===== src/rtl/wc_scan_pkg.sv =====
// rtl/wc_scan_pkg.sv - shared types and default sizes for the wildcard scan controller
// Contents: WCS_W / WCS_N default key width and table depth,
//           wcs_state_t controller FSM states, wcs_entry_t table entry {en, val, mask}.
package wc_scan_pkg;

   localparam int WCS_W = 8;
   localparam int WCS_N = 8;

   typedef enum logic [1:0] {
      WCS_IDLE = 2'd0,
      WCS_SCAN = 2'd1,
      WCS_RESP = 2'd2
   } wcs_state_t;

   typedef struct packed {
      logic             en;
      logic [WCS_W-1:0] val;
      logic [WCS_W-1:0] mask;
   } wcs_entry_t;

endpackage


===== src/rtl/wc_compare.sv =====
// rtl/wc_compare.sv - combinational wildcard comparator for one table entry
// Ports: key   lookup key
//        val   pattern value
//        mask  don't-care mask (1 = bit ignored)
//        en    entry enable; a disabled entry never matches
//        match 1 when every cared-about bit of key equals val
module wc_compare #(
   parameter int W = 8
) (
   input  logic [W-1:0] key,
   input  logic [W-1:0] val,
   input  logic [W-1:0] mask,
   input  logic         en,
   output logic         match
);

   assign match = en && (((key ^ val) & ~mask) == '0);

endmodule


===== src/rtl/wc_scan_ctrl.sv =====
// rtl/wc_scan_ctrl.sv - sequential lowest-index wildcard lookup over a small pattern table
// Ports: clk, rst_n                       clock, synchronous active-low reset
//        cfg_we/cfg_idx/cfg_en/cfg_val/cfg_mask   table entry write port
//        q_valid/q_ready/q_key            query handshake and key
//        r_valid/r_ready/r_hit/r_idx      result handshake, hit flag, lowest matching index
//        busy                             controller not idle
// Build option: WC_SCAN_EARLY_EXIT_EN ends the scan on the first matching entry.
module wc_scan_ctrl
   import wc_scan_pkg::*;
#(
   parameter int W    = WCS_W,
   parameter int N    = WCS_N,
   parameter int IDXW = $clog2(N)
) (
   input  logic            clk,
   input  logic            rst_n,
   input  logic            cfg_we,
   input  logic [IDXW-1:0] cfg_idx,
   input  logic            cfg_en,
   input  logic [W-1:0]    cfg_val,
   input  logic [W-1:0]    cfg_mask,
   input  logic            q_valid,
   output logic            q_ready,
   input  logic [W-1:0]    q_key,
   output logic            r_valid,
   input  logic            r_ready,
   output logic            r_hit,
   output logic [IDXW-1:0] r_idx,
   output logic            busy
);

`ifdef WC_SCAN_EARLY_EXIT_EN
   localparam bit EARLY_EXIT = 1'b1;
`else
   localparam bit EARLY_EXIT = 1'b0;
`endif

   localparam logic [IDXW-1:0] LAST_IDX = IDXW'(N - 1);

   logic            en_q   [N];
   logic [W-1:0]    val_q  [N];
   logic [W-1:0]    mask_q [N];

   wcs_state_t      state_q, state_d;
   logic [W-1:0]    key_q;
   logic [IDXW-1:0] scan_idx_q;
   logic            q_ready_q, r_valid_q, r_hit_q, busy_q;
   logic [IDXW-1:0] r_idx_q;
   logic            accept;
   logic            cmp_match;

   // The comparator reads registered table contents, so a write landing on
   // the entry being compared this cycle is only seen by later lookups.
   wc_compare #(.W(W)) u_cmp (
      .key   (key_q),
      .val   (val_q[scan_idx_q]),
      .mask  (mask_q[scan_idx_q]),
      .en    (en_q[scan_idx_q]),
      .match (cmp_match)
   );

   always_ff @(posedge clk) begin
      if (!rst_n) begin
         for (int i = 0; i < N; i++) begin
            en_q[i]   <= 1'b0;
            val_q[i]  <= '0;
            mask_q[i] <= '0;
         end
      end else if (cfg_we && (int'(cfg_idx) < N)) begin
         en_q[cfg_idx]   <= cfg_en;
         val_q[cfg_idx]  <= cfg_val;
         mask_q[cfg_idx] <= cfg_mask;
      end
   end

   // q_ready is registered, so the first cycle out of reset reports not-ready
   // even though the FSM already sits in IDLE; accept only on a real handshake.
   always_comb begin
      state_d = state_q;
      accept  = 1'b0;
      case (state_q)
         WCS_IDLE: begin
            if (q_valid && q_ready_q) begin
               state_d = WCS_SCAN;
               accept  = 1'b1;
            end
         end
         WCS_SCAN: begin
            if ((EARLY_EXIT && cmp_match) || (scan_idx_q == LAST_IDX)) begin
               state_d = WCS_RESP;
            end
         end
         WCS_RESP: begin
            if (r_ready) begin
               state_d = WCS_IDLE;
            end
         end
         default: state_d = WCS_IDLE;
      endcase
   end

   always_ff @(posedge clk) begin
      if (!rst_n) begin
         state_q    <= WCS_IDLE;
         key_q      <= '0;
         scan_idx_q <= '0;
         q_ready_q  <= 1'b0;
         r_valid_q  <= 1'b0;
         busy_q     <= 1'b0;
         r_hit_q    <= 1'b0;
         r_idx_q    <= '0;
      end else begin
         state_q   <= state_d;
         q_ready_q <= (state_d == WCS_IDLE);
         r_valid_q <= (state_d == WCS_RESP);
         busy_q    <= (state_d != WCS_IDLE);

         if (accept) begin
            key_q      <= q_key;
            scan_idx_q <= '0;
            r_hit_q    <= 1'b0;
            r_idx_q    <= '0;
         end

         if (state_q == WCS_SCAN) begin
            // Only the first match is recorded; later hits keep the lower index.
            if (cmp_match && !r_hit_q) begin
               r_hit_q <= 1'b1;
               r_idx_q <= scan_idx_q;
            end
            // Stop at the last entry rather than wrapping, so N need not be 2**IDXW.
            if (scan_idx_q != LAST_IDX) begin
               scan_idx_q <= scan_idx_q + IDXW'(1);
            end
         end
      end
   end

   assign q_ready = q_ready_q;
   assign r_valid = r_valid_q;
   assign r_hit   = r_hit_q;
   assign r_idx   = r_idx_q;
   assign busy    = busy_q;

endmodule


===== config.mk =====
export PLATFORM = sky130hd
export DESIGN_NAME = wc_scan_ctrl
export DESIGN_NICKNAME = d
export VERILOG_FILES = /design/src/rtl/wc_scan_pkg.sv /design/src/rtl/wc_compare.sv /design/src/rtl/wc_scan_ctrl.sv
export SDC_FILE = /design/constraint.sdc
export NUM_CORES = 1
export LEC_CHECK = 0
export BUFFER_PORTS_ARGS = -buffer_cell sky130_fd_sc_hd__buf_2
export CAP_MARGIN = 25
export CORE_ASPECT_RATIO = 1.25
export CORE_MARGIN = 2
export CORE_UTILIZATION = 60
export DETAILED_ROUTE_END_ITERATION = 10
export GPL_TIMING_DRIVEN = 0
export MAX_ROUTING_LAYER = met4
export PLACE_DENSITY_LB_ADDON = 0.08
export SLEW_MARGIN = 20
export SYNTH_ARGS = -nofsm -noshare
export SYNTH_HDL_FRONTEND = slang
export SYNTH_SLANG_ARGS = --single-unit
export TNS_END_PERCENT = 10

===== constraint.sdc =====
create_clock -name clk -period 4.6 [get_ports clk]
set_clock_uncertainty 0.05 [all_clocks]
set_input_delay 0.69 -clock clk [delete_from_list [all_inputs] [get_ports clk]]
set_output_delay 0.69 -clock clk [all_outputs]
set_load 0.1 [all_outputs]

==> results of run 1 <==
-- layout make-up --
class                           count  area (um^2)
Buffer                             34          170
Fill cell                         832         3340
Multi-Input combinational cell    397         2630
Clock buffer                       19          433
Clock inverter                     13          174
Inverter                           14         52.6
Tap cell                          161          201
Sequential cell                   156         4400
Timing Repair Buffer               45          263
-- layout by cell type, fill, tap and decap left out, types with 9 or more instances in the layout --
master,n
and2_1,130
buf_2,46
buf_6,9
clkbuf_1,22
clkbuf_16,17
dfxtp_1,28
edfxtp_1,128
inv_1,14
mux2i_1,23
nand2_1,46
nand3_1,13
nor2_1,16
nor2b_1,12
nor3_1,10
o21ai_0,24
or3_1,10
xnor2_1,17
-- flip-flops by register name, summed over array words and instances (netlist names) --
signal	flops
busy	1
en_q	8
key_q	8
mask_q	64
q_ready	1
r_hit	1
r_idx	3
r_valid	1
scan_idx_q	3
state_q	2
val_q	64
-- critical path, stage by stage, from the launching register on --
cell,delay (ns)
dfxtp_1,0.36
buf_6,0.17
buf_6,0.18
buf_2,0.29
o32ai_1,0.14
o21ai_0,0.18
nand4_1,0.16
or4b_4,0.55
a31oi_4,0.30
mux2i_1,0.22
-- layer usage --
layer  GRT usage  part of all wire  wire (um)
met3      0.0656             0.058       1040
met2       0.517              0.53       9580
met4      0.0871             0.015        276
met5           -                 0          0
met1       0.357              0.39       7060
-- cells by family (layout without fill, tap and decap cells) --
logic type / after synthesis / after routing / synth area share
xor+xnor: 19 / 19 / 0.0230
fa+ha+maj: 2 / 2 / 0.00346
mux: 31 / 31 / 0.0474
buf+inv: 48 / 125 / 0.0308
compound gates: 82 / 82 / 0.0815
simple gates: 263 / 263 / 0.205
flops: 156 / 156 / 0.609
-- worst paths after layout --
check / from / end / cells after the start / slack [ns]
worst max-delay path: scan_idx_q[0]$_SDFF_PN0_ / r_idx[2]$_SDFF_PN0_ / 9 / 1.89
worst min-delay path: en_q[4]$_DFF_P_ / en_q[4]$_DFF_P_ / 2 / 0.41
worst max register to register: scan_idx_q[0]$_SDFF_PN0_ / r_idx[2]$_SDFF_PN0_ / 9 / 1.89
worst min register to register: en_q[4]$_DFF_P_ / en_q[4]$_DFF_P_ / 2 / 0.41
-- power breakdown --
group          switching (mW)  total (mW)  leakage, nW  internal [mW]
clock network           0.542        1.44        0.286          0.900
logic                   0.183       0.285         1.19          0.102
registers              0.0327        1.64         1.45           1.61
-- through the flow --
stage / power, mW / instances
2_1_floorplan: 1.84 / 601
6_report: 3.37 / 839
4_1_cts: 3.37 / 838
5_1_grt: 3.46 / 839
3_5_place_dp: 1.95 / 806
3_3_place_gp: 1.93 / 800
==> key figures, run 1 <==
Status
  • Status: completed

Critical path
  • Setup crit start kind: register
  • WP data arrival: 3.00 ns
  • Critical Path Fanout Max: 10
  • Req. time, crit path: 4.90 ns
  • Crit end category: register
  • WS Path Type: reg2reg

Global routing
  • Vias in the first global route: 4898
  • Antenna violations before repair: 0
  • First-pass GRT wire length: 27200 um
  • Grt total ovfl: 0
  • Largest net degree at the start of global routing: 17
  • All-Layer GR Usage: 0.302

Detailed routing
  • Vias per cell: 5.99
  • DR DRC count: 0
  • 1st-pass router iterations: 5
  • First DRT Iteration DRCs: 503
  • Post-Route WL: 18000 um
  • Routed Antenna Nets: 0
  • DR WL/cell: 21.4 um
  • Vias after detailed routing: 5023

Timing
  • Final setup margin: 1.89 ns
  • RSZ-0062 raised after global routing: false
  • Worst-margin pin slew: 0.919 ns
  • Endpoints failing setup: 0
  • Max Slew Vio Count: 0
  • Final min period: 2.71 ns
  • Final Hold Vio Count: 0
  • TNS Setup: 0 ns
  • Fmax: 370 MHz
  • Fin crit share: 0.588
  • Slew Limit Headroom: 0.387
  • Hold Slack: 0.408 ns

Clocking
  • Root buffer cell: clkbuf_16
  • Post-CTS sizing: 0
  • Clock latency on the worst-skew pair: 0.42 ns
  • Hold_buf cts: 0
  • Clock Path Buffers: 2
  • Clock transition at the registers of the reported paths: 0.06 ns
  • Sink Count: 156
  • CTS tree: built
  • Postcts setup bufs: 0
  • H-tree depth: 4
  • CTS buffer count: 17

Min path
  • Worst Hold Class: reg2reg

Floorplan
  • Starting density of the core: 0.620
  • Die X: 102 um
  • IO Count: 40
  • Height of the die: 127 um
  • Die Area: 0.0130 mm^2
  • Core area: 0.0117 mm^2
  • FP Rows: 44

Placed design
  • DP Area: 0.00772 mm^2
  • DP Worst Slack: 1.43 ns
  • GPL Wtd Cong: 0.892
  • PortBufs: 38
  • Hpwl dp: 12300 um

Power and ir drop
  • Leakage power: 2.93 nW
  • Peak supply drop: 0.225 mV
  • Cell Pwr Density: 404 mW/mm^2

Cells and area
  • Share of cells above drive strength 1: 0.152
  • Fin util: 0.714
  • Final nets: 700
  • Area grow syn2layout: 15.2%
  • N_diodes: 0
  • Final Cell Area: 0.00833 mm^2

Synthesis
  • Most frequent cell after synthesis: and2_1
  • Syn Nets: 636
  • Mapped Area: 0.00723 mm^2
  • Asr flop ratio synth: 0
  • Count of cell types in the netlist: 52
  • Dominant synthesized flop cell: edfxtp_1
  • Synth area leader: edfxtp_1
  • Synth warn: 0
  • Syn_area_per_cell: 12.0 um^2
  • Seq/Total Area, Yosys: 0.609
  • Post-synth EDFFs: 128
  • Cells taking the most area after synthesis: edfxtp_1 (53%), and2_1 (11%), dfxtp_1 (7.8%)
  • Area share of the largest cell type after synthesis: 0.532
  • Register bit total from synthesis: 156
  • Most frequent cells after synthesis: and2_1 (130), edfxtp_1 (128), nand2_1 (46), o21ai_0 (30), dfxtp_1 (28)
  • Mapped Cells: 601

Flow run
  • Max Cap Viol: 0
No activity file was read; power rests on OpenSTA's default activity.
==> run 2, diff against run 1 <==
--- a/config.mk
+++ b/config.mk
@@ -5,11 +5,12 @@
 export SDC_FILE = /design/constraint.sdc
 export NUM_CORES = 1
 export LEC_CHECK = 0
+export ABC_AREA = 1
 export BUFFER_PORTS_ARGS = -buffer_cell sky130_fd_sc_hd__buf_2
 export CAP_MARGIN = 25
 export CORE_ASPECT_RATIO = 1.25
 export CORE_MARGIN = 2
-export CORE_UTILIZATION = 60
+export CORE_UTILIZATION = 55
 export DETAILED_ROUTE_END_ITERATION = 10
 export GPL_TIMING_DRIVEN = 0
 export MAX_ROUTING_LAYER = met4
==> constraint.sdc (replaced) <==
create_clock -name clk -period 2.4 [get_ports clk]
set_clock_uncertainty 0.05 [all_clocks]
set_input_delay 0.36 -clock clk [delete_from_list [all_inputs] [get_ports clk]]
set_output_delay 0.36 -clock clk [all_outputs]
set_load 0.1 [all_outputs]
==> run 2 against run 1 <==
Against the previous run:
- combinational power grew 120%
- critical path depth down 3
- core utilization decreased by 6.4 points
- sequential share of layout area increased by 0.68 points
- sequential power grew 91%
- hold slack got worse by 0.31 ns
- area after synthesis fell by 1.2%
- die area is 7.5% higher
- critical path type is now in2reg
- global-route usage increased by 1.1 points
- clock power grew 110%
==> key figures, run 2 <==
Clocking
  • Clock Path Buffers: 2
  • Hold_buf cts: 0
  • CTS buffer count: 17
  • Sink Count: 156
  • Clock transition at the registers of the reported paths: 0.06 ns
  • H-tree depth: 4
  • Clock latency on the worst-skew pair: 0.44 ns
  • Postcts setup bufs: 0
  • Root buffer cell: clkbuf_16
  • CTS tree: built

Synthesis
  • Asr flop ratio synth: 0
  • Area share of the largest cell type after synthesis: 0.538
  • Synth warn: 0
  • Mapped Cells: 814
  • Post-synth EDFFs: 128
  • Post-synthesis compound-gate area fraction: 0.0419
  • Mapped Area: 0.00714 mm^2
  • Dominant synthesized flop cell: edfxtp_1
  • Syn_area_per_cell: 8.77 um^2
  • Most frequent cell after synthesis: nand2_1
  • Synth area leader: edfxtp_1
  • Main combinational cell family by area after synthesis: simple AND/OR/NAND/NOR gates
  • Xor and xnor fraction of the mapped netlist area: 0
  • Fraction of the mapped netlist area in adder cells: 0.00350
  • Multiplexer share of the synthesized area: 0
  • Most frequent cells after synthesis: nand2_1 (206), nor2_1 (176), edfxtp_1 (128), inv_1 (93), nand3_1 (79)
  • Cells taking the most area after synthesis: edfxtp_1 (54%), nand2_1 (11%), nor2_1 (9.3%)
  • Count of cell types in the netlist: 20
  • Register bit total from synthesis: 156
  • Syn Nets: 849
  • Synth Area in Simple Gates: 0.260
  • Seq/Total Area, Yosys: 0.617

Placed design
  • DP Area: 0.00755 mm^2
  • PortBufs: 39
  • GPL Wtd Cong: 0.920
  • Hpwl dp: 12600 um

Timing
  • RSZ-0062 raised after global routing: false
  • Slew Limit Headroom: 0.314
  • Hold Slack: 0.0983 ns
  • Max Slew Vio Count: 0
  • Final Hold Vio Count: 0
  • Fmax: 426 MHz
  • Worst-margin pin slew: 1.03 ns
  • Final min period: 2.35 ns
  • TNS Setup: 0 ns
  • Endpoints failing setup: 0
  • Fin crit share: 0.978

Floorplan
  • IO Count: 40
  • Height of the die: 131 um
  • Core area: 0.0127 mm^2
  • Die X: 106 um
  • Starting density of the core: 0.564
  • FP Rows: 46
  • Die Area: 0.0139 mm^2

Critical path
  • Req. time, crit path: 2.37 ns
  • Critical Path Start: rst_n
  • Reg2reg path depth: 11
  • RR Endpoint: r_idx[1]$_SDFF_PN0_
  • Critical Path Fanout Max: 16
  • Crit end category: register
  • Critical register-to-register path startpoint: scan_idx_q[2]$_SDFF_PN0_
  • Cell breakdown of the critical path: buf_2 -> nand2_1 -> nor2_1 -> nand2_1 -> clkbuf_1 -> nand2_2
  • Buffers & Inverters on Critical Path: 2
  • Top delay family on crit path: simple AND/OR/NAND/NOR gates
  • CP max-delay cell: clkbuf_1
  • CP dominant cell by count: nand2_1
  • Setup crit start kind: input port
  • Crit-path max cell delay: 0.69 ns
  • WS Path Type: in2reg
  • Flop2flop setup slack: 0.09 ns
  • WP data arrival: 2.31 ns

Detailed routing
  • Vias per cell: 5.62
  • First DRT Iteration DRCs: 861
  • DR DRC count: 0
  • DR WL/cell: 19.2 um
  • Vias after detailed routing: 5922
  • Routed Antenna Nets: 0
  • 1st-pass router iterations: 6
  • Post-Route WL: 20200 um

Cells and area
  • Area grow syn2layout: 15.2%
  • Final nets: 907
  • Share of cells above drive strength 1: 0.113
  • Commonest non-fill, non-tap cells in the layout: nand2_1 (200), nor2_1 (176), edfxtp_1 (128)
  • Biggest regs: mask_q: 64 flops, val_q: 64 flops
  • N_diodes: 0
  • Fillers: 1081
  • Most common cell after layout, fill and taps aside: nand2_1
  • Final Cell Area: 0.00822 mm^2

Global routing
  • Vias in the first global route: 5774
  • Antenna violations before repair: 0
  • All-Layer GR Usage: 0.313
  • First-pass GRT wire length: 31200 um
  • Grt total ovfl: 0
  • Largest net degree at the start of global routing: 18

Power and ir drop
  • Leakage power: 3.64 nW
  • Peak supply drop: 0.435 mV
  • Cell Pwr Density: 821 mW/mm^2

Min path
  • Hold Path Depth: 3
  • Worst Hold Class: in2reg
  • Hold Crit Start: q_key[7]
  • Worst Hold End: key_q[7]$_SDFFE_PN0P_

Status
  • Status: completed

Flow run
  • Max Cap Viol: 0
[run 2: changes by cell type in the layout (fill, tap and decap cells not counted), moves of 12 or more]
| cell | previous run | this run |
|---|---|---|
| nor2_1 | 16 | 176 |
| nand2_1 | 46 | 200 |
| and2_1 | 130 | 0 |
| inv_1 | 14 | 93 |
| nand3_1 | 13 | 79 |
| mux2i_1 | 23 | 0 |
| xnor2_1 | 17 | 0 |
| nor2b_1 | 12 | 0 |
[run 2: per-layer routing]
metal,vias to the layer above,part of all wire,track usage
li1,2739,-,-
met1,2806,0.38,0.394
met4,0,0.032,0.134
met2,315,0.49,0.493
met5,-,0,-
met3,62,0.097,0.0645
[run 2: logic make-up after synthesis]
group	Yosys count
AOI/OAI and AO/OA	58
adders and majority gates	2
buffers and inverters	133
DFF	156
and+or+nand+nor	465
[run 2: worst min-delay path, delay by kind of cell]
| kind | cells | cell delay [ns] |
|---|---|---|
| simple gates | 2 | 0.11 |
| buf+inv | 1 | 0.07 |
[run 2: worst max-delay path by stage]
stage	endpoint	cells after the start	slack [ns]
finish	val_q[0][3]$_SDFFCE_PN0P_	6	0.05
CTS	val_q[0][0]$_SDFFCE_PN0P_	6	0.10
global route	r_idx[1]$_SDFF_PN0_	16	0.01
floorplan	key_q[6]$_SDFFE_PN0P_	7	0.38
global placement	mask_q[4][5]$_SDFFCE_PN0P_	6	-0.72
detailed placement	val_q[4][7]$_SDFFCE_PN0P_	6	-0.76
[run 2: layout make-up]
type / count / area (um^2) / area share
timing repair buffer: 39 / 195 / 0.0237
buffer: 37 / 201 / 0.0245
multi-input combinational: 525 / 2200 / 0.267
inverter: 96 / 367 / 0.0446
sequential: 156 / 4400 / 0.536
clock buffer: 18 / 429 / 0.0522
tap: 168 / 210 / 0.0256
clock inverter: 14 / 218 / 0.0265
[run 2: repair_timing]
action | in CTS | in global routing
gates cloned | 0 | 0
setup endpoints to repair | 96 | 3
resized for setup | 7 | 6
[run 2: metrics by stage]
step / power, mW / std cells / utilization / worst slack [ns]
detailed placement: 3.81 / 1021 / 0.596 / -0.764
global placement: 3.79 / 1021 / 0.596 / -0.718
finish: 6.75 / 1053 / 0.649 / 0.0522
floorplan: 3.59 / 814 / - / 0.380
CTS: 6.73 / 1053 / 0.648 / 0.102
global route: 6.93 / 1053 / 0.649 / 0.0126
[run 2: power by group]
group / leakage [nW] / switching [mW] / internal [mW]
Clock: 0.309 / 1.13 / 1.85
Combinational: 1.87 / 0.464 / 0.176
Sequential: 1.45 / 0.0487 / 3.09
==> run 3, diff against run 2 <==
--- a/config.mk
+++ b/config.mk
@@ -18,5 +18,6 @@
 export SLEW_MARGIN = 20
 export SYNTH_ARGS = -nofsm -noshare
 export SYNTH_HDL_FRONTEND = slang
+export SYNTH_HIERARCHICAL = 1
 export SYNTH_SLANG_ARGS = --single-unit
 export TNS_END_PERCENT = 10
==> run 3 against run 2 <==
Against the previous run:
- synthesized cell count grew 14%
- sequential share of layout area fell by 3.6 points
- worst setup slack gained 0.12 ns
- maximum frequency up 5.4%
- clock power shrank 11%
- core utilization shrank 0.49 points
- sequential power about the same
- via count fell by 1.2%
- clock-buffer cell count rose by 4
- cell area rose by 7.3%
- critical path depth grew 14
- global-route usage fell by 3.8 points
==> key figures, run 3 <==
Status
  • Status: completed

Timing
  • RSZ-0062 raised after global routing: true
  • Final setup margin: 0.173 ns
  • Endpoints failing setup: 0
  • Final min period: 2.23 ns
  • Fin crit share: 0.928
  • Max Slew Vio Count: 0
  • Worst-margin pin slew: 0.860 ns
  • Final Hold Vio Count: 0
  • Fmax: 449 MHz
  • Slew Limit Headroom: 0.425

Clocking
  • Root buffer cell: clkbuf_16
  • CTS buffer count: 17
  • H-tree depth: 4
  • Clock Path Buffers: 2
  • Clock transition at the registers of the reported paths: 0.06 ns
  • Clock latency on the worst-skew pair: 0.42 ns
  • Sink Count: 156
  • CTS tree: built
  • Hold_buf cts: 0

Floorplan
  • Core area: 0.0137 mm^2
  • Die X: 109 um
  • FP Rows: 48
  • Height of the die: 136 um
  • IO Count: 40
  • Die Area: 0.0148 mm^2
  • Starting density of the core: 0.557

Detailed routing
  • Post-Route WL: 18700 um
  • 1st-pass router iterations: 5
  • DR WL/cell: 15.9 um
  • Vias per cell: 4.97
  • DR DRC count: 0
  • Vias after detailed routing: 5850
  • Routed Antenna Nets: 0
  • First DRT Iteration DRCs: 430

Critical path
  • CP max-delay cell: dfxtp_2
  • Instance count on the critical path: 20
  • RR Endpoint: r_idx[2]$_SDFF_PN0_
  • Top delay family on crit path: simple AND/OR/NAND/NOR gates
  • Critical Path Start: scan_idx_q[0]$_SDFF_PN0_
  • Req. time, crit path: 2.67 ns
  • WP data arrival: 2.49 ns
  • Critical Path Fanout Max: 10
  • Crit-path max cell delay: 0.33 ns
  • Setup crit end: r_idx[2]$_SDFF_PN0_
  • Flop2flop setup slack: 0.17 ns
  • CP dominant cell by count: nand2_1
  • Reg2reg path depth: 20
  • Crit end category: register
  • Buffers & Inverters on Critical Path: 4
  • Critical register-to-register path startpoint: scan_idx_q[0]$_SDFF_PN0_
  • WS Path Type: reg2reg
  • Cell breakdown of the critical path: buf_8 -> inv_8 -> buf_8 -> nand2_1 -> nand3_1 -> nand2_1 -> nand2_1 -> nand2_1 -> inv_1 -> nand2_1 -> nand3_1 -> nand2_1 -> nor2_2 -> nand2_1 -> nor2_2 -> nand2_2 -> nor2_4 -> nand2_1 -> nand2_1 -> nor2_1
  • Setup crit start kind: register

Flow run
  • Max Cap Viol: 0

Synthesis
  • Syn Nets: 965
  • Seq/Total Area, Yosys: 0.578
  • Mapped Cells: 930
  • Count of cell types in the netlist: 23
  • Register bit total from synthesis: 156
  • Syn_area_per_cell: 8.20 um^2
  • Post-synth EDFFs: 128
  • Cells taking the most area after synthesis: edfxtp_1 (50%), nand2_1 (13%), inv_1 (9.0%)
  • Most frequent cells after synthesis: nand2_1 (260), inv_1 (183), nor2_1 (161), edfxtp_1 (128), nand3_1 (84)
  • Area share of the largest cell type after synthesis: 0.504
  • Dominant synthesized flop cell: edfxtp_1
  • Asr flop ratio synth: 0
  • Most frequent cell after synthesis: nand2_1
  • Mapped Area: 0.00762 mm^2
  • Synth area leader: edfxtp_1
  • Synth warn: 6

Global routing
  • All-Layer GR Usage: 0.275
  • Grt total ovfl: 0
  • First-pass GRT wire length: 28500 um
  • Antenna violations before repair: 0
  • Vias in the first global route: 5424
  • Largest net degree at the start of global routing: 20

Power and ir drop
  • Cell Pwr Density: 742 mW/mm^2
  • Peak supply drop: 0.559 mV
  • Leakage power: 4.30 nW

Cells and area
  • Biggest regs: mask_q: 64 flops, val_q: 64 flops
  • Final nets: 1023
  • Commonest non-fill, non-tap cells in the layout: nand2_1 (257), inv_1 (183), nor2_1 (158)
  • Share of cells above drive strength 1: 0.127
  • N_diodes: 0
  • Most common cell after layout, fill and taps aside: nand2_1
  • Final Cell Area: 0.00883 mm^2
  • Area grow syn2layout: 15.8%

Placed design
  • DP Worst Slack: -0.254 ns
  • PortBufs: 38
  • Hpwl dp: 12600 um
  • DP Area: 0.00803 mm^2
  • GPL Wtd Cong: 0.849

Min path
  • Worst Hold Class: in2reg
[run 3: cells by family after synthesis]
| kind of cell | share of synthesized area |
|---|---|
| adder cells (fa/ha/maj) | 0.00328 |
| XOR/XNOR | 0.00115 |
| AND/OR/NAND/NOR | 0.277 |
| buffers and inverters | 0.123 |
| AO/OA/AOI/OAI | 0.0181 |
| flip-flops | 0.578 |
[run 3: worst register-to-register path: stages, from the launching register on]
cell and delay, ns:
dfxtp_2 0.33, buf_8 0.15, inv_8 0.10, buf_8 0.15, nand2_1 0.07, nand3_1 0.07, nand2_1 0.10, nand2_1 0.08
nand2_1 0.07, inv_1 0.05, nand2_1 0.04, nand3_1 0.06, nand2_1 0.07, nor2_2 0.10, nand2_1 0.07, nor2_2 0.12
nand2_2 0.09, nor2_4 0.18, nand2_1 0.07, nand2_1 0.06, nor2_1 0.04
[run 3: power by group]
part | internal (mW) | leakage (nW) | switching (mW)
combinational | 0.236 | 2.56 | 0.514
clock | 1.60 | 0.284 | 1.07
sequential | 3.09 | 1.45 | 0.0482
total | 4.92 | 4.30 | 1.63
[run 3: timing repair]
action / in CTS / in global routing
endpoints found under the setup margin: 4 / 4
buffers inserted: 0 / 1
pin swaps: 0 / 2
gates resized for setup: 10 / 71
gates cloned: 0 / 1
[run 3: cell type report]
type | count | area, um^2
Clock inverter | 10 | 85.1
Inverter | 186 | 713
Sequential cell | 156 | 4410
Buffer | 37 | 370
Tap cell | 175 | 219
Fill cell | 1187 | 4870
Clock buffer | 22 | 507
Timing Repair Buffer | 40 | 223
Multi-Input combinational cell | 550 | 2300
[run 3: routing by layer]
metal / part of all wire / vias to the layer above / track usage
met5: 0 / - / -
met4: 0.028 / 0 / 0.120
met3: 0.059 / 33 / 0.0409
met2: 0.50 / 189 / 0.440
met1: 0.42 / 2674 / 0.348
li1: - / 2954 / -
[run 3: worst min-delay path by stage]
stage                                   start                     to  slack, ns  cells past startpoint
after floorplan               en_q[0]$_DFF_P_        en_q[0]$_DFF_P_       0.41                      2
after CTS                            q_key[4]  key_q[4]$_SDFFE_PN0P_       0.14                      3
after global placement    r_idx[0]$_SDFF_PN0_    r_idx[0]$_SDFF_PN0_       0.41                      2
after detailed placement  r_idx[1]$_SDFF_PN0_    r_idx[1]$_SDFF_PN0_       0.42                      2
final                                q_key[4]  key_q[4]$_SDFFE_PN0P_       0.15                      3
after global routing                 q_key[4]  key_q[4]$_SDFFE_PN0P_       0.16                      3
[run 3: stage by stage]
step / cells / power, mW / setup TNS (ns) / hold WS (ns) / utilization
6_report: 1176 / 6.55 / 0 / 0.149 / 0.645
5_1_grt: 1176 / 6.76 / -0.134 / 0.158 / 0.645
4_1_cts: 1174 / 6.50 / 0 / 0.139 / 0.631
3_5_place_dp: 1143 / 3.88 / -0.931 / 0.423 / 0.587
3_3_place_gp: 1143 / 3.86 / -0.882 / 0.415 / 0.587
2_1_floorplan: 930 / 3.65 / 0 / 0.406 / -
